## config.mk

```make
export PLATFORM = sky130hd
export DESIGN_NAME = booth_mul
export DESIGN_NICKNAME = d
export VERILOG_FILES = /design/src/rtl/booth_mul.sv
export SDC_FILE = /design/constraint.sdc
export NUM_CORES = 1
export LEC_CHECK = 0
export BUFFER_PORTS_ARGS = -buffer_cell sky130_fd_sc_hd__buf_2
export CAP_MARGIN = 20
export CORE_ASPECT_RATIO = 0.5
export CORE_MARGIN = 10
export CORE_UTILIZATION = 30
export CTS_BUF_LIST = sky130_fd_sc_hd__clkbuf_16
export DETAILED_ROUTE_END_ITERATION = 8
export PLACE_DENSITY = 0.58
export SYNTH_ARGS = -nofsm -noshare
export SYNTH_HDL_FRONTEND = slang
export SYNTH_SLANG_ARGS = --single-unit
```

## constraint.sdc

```tcl
create_clock -name clk -period 3.64 [get_ports clk]
set_input_delay 0.546 -clock clk [delete_from_list [all_inputs] [get_ports clk]]
set_output_delay 0.546 -clock clk [all_outputs]
set_load 0.05 [all_outputs]
```

## src/rtl/booth_mul.sv

```systemverilog
// Sequential radix-2 Booth multiplier for the RV32M multiply group (full 2*XLEN product).
// Optional: define BOOTH_MUL_ZERO_BYPASS_EN to finish zero-operand requests in one edge.
package core_config_pkg;
  localparam int XLEN = 32;
endpackage

module booth_mul #(
  parameter int XLEN = core_config_pkg::XLEN
) (
  input  logic            clk,
  input  logic            rst_n,
  input  logic            start,
  input  logic            multiplicand_signed,
  input  logic            multiplier_signed,
  input  logic [XLEN-1:0] multiplicand,
  input  logic [XLEN-1:0] multiplier,
  output logic            busy,
  output logic            valid,
  output logic [XLEN-1:0] product_hi,
  output logic [XLEN-1:0] product_lo
);
  localparam int CW = $clog2(XLEN+2);
  localparam int SW = 2*XLEN+4;

  localparam logic [0:0] IDLE = 1'b0;
  localparam logic [0:0] MULT = 1'b1;

  logic [0:0]      state_q, state_d;
  logic [XLEN:0]   m_q, m_d;
  logic [XLEN+1:0] ac_q, ac_d;
  logic [XLEN:0]   qr_q, qr_d;
  logic            qm1_q, qm1_d;
  logic [CW-1:0]   cnt_q, cnt_d;
  logic            valid_q, valid_d;
  logic [XLEN-1:0] phi_q, phi_d, plo_q, plo_d;

  logic [XLEN+1:0] m_sx, acc;
  logic [SW-1:0]   sh;

  // One extra bit per operand lets the signed datapath cover unsigned operands too.
  assign m_sx = {m_q[XLEN], m_q};

  always_comb begin
    acc = ac_q;
    case ({qr_q[0], qm1_q})
      2'b01:   acc = ac_q + m_sx;
      2'b10:   acc = ac_q - m_sx;
      default: acc = ac_q;
    endcase
  end

  // Arithmetic right shift of {AC, QR, Q-1}; the old Q-1 falls off the end.
  assign sh = {acc[XLEN+1], acc, qr_q};

  always_comb begin
    state_d = state_q;
    m_d     = m_q;
    ac_d    = ac_q;
    qr_d    = qr_q;
    qm1_d   = qm1_q;
    cnt_d   = cnt_q;
    valid_d = 1'b0;
    phi_d   = phi_q;
    plo_d   = plo_q;
    case (state_q)
      IDLE: begin
`ifdef BOOTH_MUL_ZERO_BYPASS_EN
        if (start && (multiplicand == '0 || multiplier == '0)) begin
          phi_d   = '0;
          plo_d   = '0;
          valid_d = 1'b1;
        end else
`endif
        if (start) begin
          m_d     = {multiplicand_signed & multiplicand[XLEN-1], multiplicand};
          qr_d    = {multiplier_signed & multiplier[XLEN-1], multiplier};
          ac_d    = '0;
          qm1_d   = 1'b0;
          cnt_d   = '0;
          state_d = MULT;
        end
      end
      MULT: begin
        ac_d  = sh[SW-1:XLEN+2];
        qr_d  = sh[XLEN+1:1];
        qm1_d = sh[0];
        cnt_d = cnt_q + 1'b1;
        // XLEN+1 iterations for XLEN+1-bit operands; this edge is the last one.
        if (cnt_q == CW'(XLEN)) begin
          {phi_d, plo_d} = sh[2*XLEN:1];
          valid_d        = 1'b1;
          state_d        = IDLE;
        end
      end
      default: state_d = IDLE;
    endcase
  end

  always_ff @(posedge clk or negedge rst_n) begin
    if (!rst_n) begin
      state_q <= IDLE;
      m_q     <= '0;
      ac_q    <= '0;
      qr_q    <= '0;
      qm1_q   <= 1'b0;
      cnt_q   <= '0;
      valid_q <= 1'b0;
      phi_q   <= '0;
      plo_q   <= '0;
    end else begin
      state_q <= state_d;
      m_q     <= m_d;
      ac_q    <= ac_d;
      qr_q    <= qr_d;
      qm1_q   <= qm1_d;
      cnt_q   <= cnt_d;
      valid_q <= valid_d;
      phi_q   <= phi_d;
      plo_q   <= plo_d;
    end
  end

  assign busy       = (state_q == MULT);
  assign valid      = valid_q;
  assign product_hi = phi_q;
  assign product_lo = plo_q;
endmodule

```

==> results.cfg <==
[sta]
timing.fmax_mhz = 261
finalSetupViolations = 20
period_share = 1.05
layout_setup_ws_ns = -0.195
hold_viol = 0
finalCriticalPeriod_ns = 3.83
holdWs_ns = 0.169
relSlewSlack = 0.332
grt_setup_unrepaired = true
fin_worst_skew_ns = 0.0128
slew_violations = 0
tightest_slew_ns = 1.00

[layout]
final_common_cell = nand2_1
fillerInstances = 3101
fin_nets = 1528
antenna_cells = 0
final_cell_mix = nand2_1 (320), buf_4 (182), dfrtp_1 (171)
syn_to_final_growth_pct = 36.7
drive_gt1_frac = 0.329

[worst_setup_path]
worst_setup_path_end_kind = register
endpoint = product_hi[30]
r2r_cells = 18
r2r_start = m_q[6]
critical_path_class = register to register
crit_path_start = m_q[6]
crit_arrival_ns = 4.15
crit_path_start_kind = register
r2r_end = product_hi[30]
required_ns = 3.95
r2r_slack_ns = -0.19
crit_path_max_fanout = 4

[yosys]
synth-async-reset-ratio = 1.00
synth-seq-cells = 172
ys_seq_area_frac = 0.442
netlist_area_um2 = 9740
synth_edf_count = 0
yosysWarnings = 0
syn_nets = 1242
synth_cell_types = 69
ys.flop_type = dfrtp_1
syn_inst = 1135
avgSynthCellArea_um2 = 8.58

[floorplanning]
die_w_um = 275
start_util = 0.306
dieHeight_um = 147
io_pins = 135
num_rows = 46
core_um2 = 31800
dieArea_um2 = 40500

[global_routing]
grt_usage = 0.153
grt_pass1_vias = 8997
grt_pass1_wl_um = 49500
gr-total-overflow = 0
antenna_found_initial = 0
grt_start_max_net_pins = 102

[placement]
gp_congestion = 0.951
pre_cts_ws_ns = -0.280
port_buffers = 134
dp_hpwl_um = 23600

[clock_network]
clock_latency_ns = 0.45
numCtsBuffers = 17
htree_levels = 4
clock-root-buffer = clkbuf_16
hold_buffers = 0
clk_pin_slew_ns = 0.08
cts_buffer_depth = 2
clock-sinks = 172
cts_tree = done

[drt]
drtPass1Iterations = 5
ant_nets = 0
routed_wl_um = 31100
vias_per_cell = 4.77
drc_errors = 0
drtIter0Drc = 640
post_drt_wl_per_cell_um = 16.7
num_vias = 8910

[worst_hold_path]
hold_class = primary input to asynchronous set/reset pin

[outcome]
violations = negative setup slack
status = finished with violations

[run]
maxCapViolCount = 0
metrics by stage:
stage | setup TNS [ns] | instance area [um^2] | cells | util
floorplan | -0.334 | 9800 | 1135 | -
global placement | -2.90 | 12100 | 1814 | 0.380
detailed placement | -4.23 | 12100 | 1814 | 0.380
CTS | -1.18 | 13000 | 1859 | 0.408
global route | -7.59 | 13300 | 1866 | 0.419
finish | -1.65 | 13300 | 1866 | 0.419
worst min path at each step:
stage | slack, ns | startpoint | cells past startpoint | end
global placement | 0.45 | product_lo[16] | 2 | product_lo[16]
global route | 0.28 | rst_n | 1 | m_q[0]
floorplan | 0.25 | rst_n | 0 | ac_q[0]
finish | 0.17 | rst_n | 1 | m_q[9]
detailed placement | 0.46 | product_lo[26] | 2 | product_lo[26]
CTS | 0.24 | rst_n | 1 | m_q[9]
kinds of logic (layout without fill, tap and decap cells):
kind of cell / count (synthesis) / after routing / share of synthesized area
XOR/XNOR: 58 / 58 / 0.0521
buffers and inverters: 88 / 387 / 0.0344
flip-flops: 172 / 172 / 0.442
adder cells (fa/ha/maj): 38 / 38 / 0.0496
AO/OA/AOI/OAI: 252 / 252 / 0.160
multiplexers: 51 / 51 / 0.0536
AND/OR/NAND/NOR: 476 / 476 / 0.209
registers in the layout, summed over array words and instances (netlist names):
register	count
ac_q	33
m_q	33
qr_q	33
product_hi	32
product_lo	32
cnt_q	6
busy	1
qm1_q	1
valid	1
worst max-delay path, cell delays in order (launching register included):
cell	delay, ns
dfrtp_1	0.38
or3_4	0.40
nor3_4	0.16
buf_6	0.13
nand2_4	0.05
nor4_4	0.19
and4_4	0.29
a21oi_4	0.06
xnor2_2	0.14
ha_1	0.35
and3_4	0.20
and2_4	0.15
a221o_1	0.35
a31oi_2	0.18
a21oi_2	0.06
a21o_1	0.16
xor2_1	0.14
mux2i_1	0.23
o21ai_1	0.09
cell type report:
class,count,area [um^2],area share
inverters,29,109,0.00817
clock buffers,17,425,0.0319
clock inverters,15,145,0.0109
well taps,432,541,0.0406
flip-flops and latches,172,4310,0.323
multi-input cells,875,5620,0.422
repair buffers,326,2170,0.163
cells in the mapped netlist (4+ instances only):
cell type | count | area [um^2]
nor2_1 | 64 | 240
a21oi_1 | 56 | 280
o21ai_0 | 100 | 500
xnor2_1 | 46 | 403
a22o_1 | 11 | 96.3
dfrtp_1 | 172 | 4300
ha_1 | 37 | 463
o211ai_1 | 7 | 52.6
o21a_1 | 5 | 37.5
mux2_2 | 9 | 101
inv_1 | 28 | 105
a21o_1 | 13 | 97.6
o21ai_1 | 13 | 65.1
and2_1 | 4 | 25.0
o21bai_1 | 4 | 30.0
xor2_1 | 12 | 105
and3_1 | 15 | 93.8
nor3_1 | 15 | 75.1
nand2_1 | 325 | 1220
buf_2 | 4 | 20.0
or3_1 | 6 | 37.5
a31oi_1 | 9 | 56.3
buf_1 | 9 | 33.8
nand4_1 | 8 | 50.1
nand3_1 | 16 | 80.1
mux2i_1 | 42 | 420
clkbuf_1 | 46 | 173
routing by layer:
layer,GRT usage,part of all wire,up-vias
met5,0,0,-
met4,0.0310,0.014,0
met3,0.0333,0.042,25
met2,0.258,0.48,158
met1,0.200,0.47,4288
li1,-,-,4439
repair_timing:
item                                    4_1_cts  5_1_grt
resized for setup                            58       53
setup buffers                                14        8
endpoints found under the setup margin       29       43
pin swaps                                    50       28
Power is not shown: default switching activity piles up to over one toggle a cycle in this logic, so the estimate is an artifact.
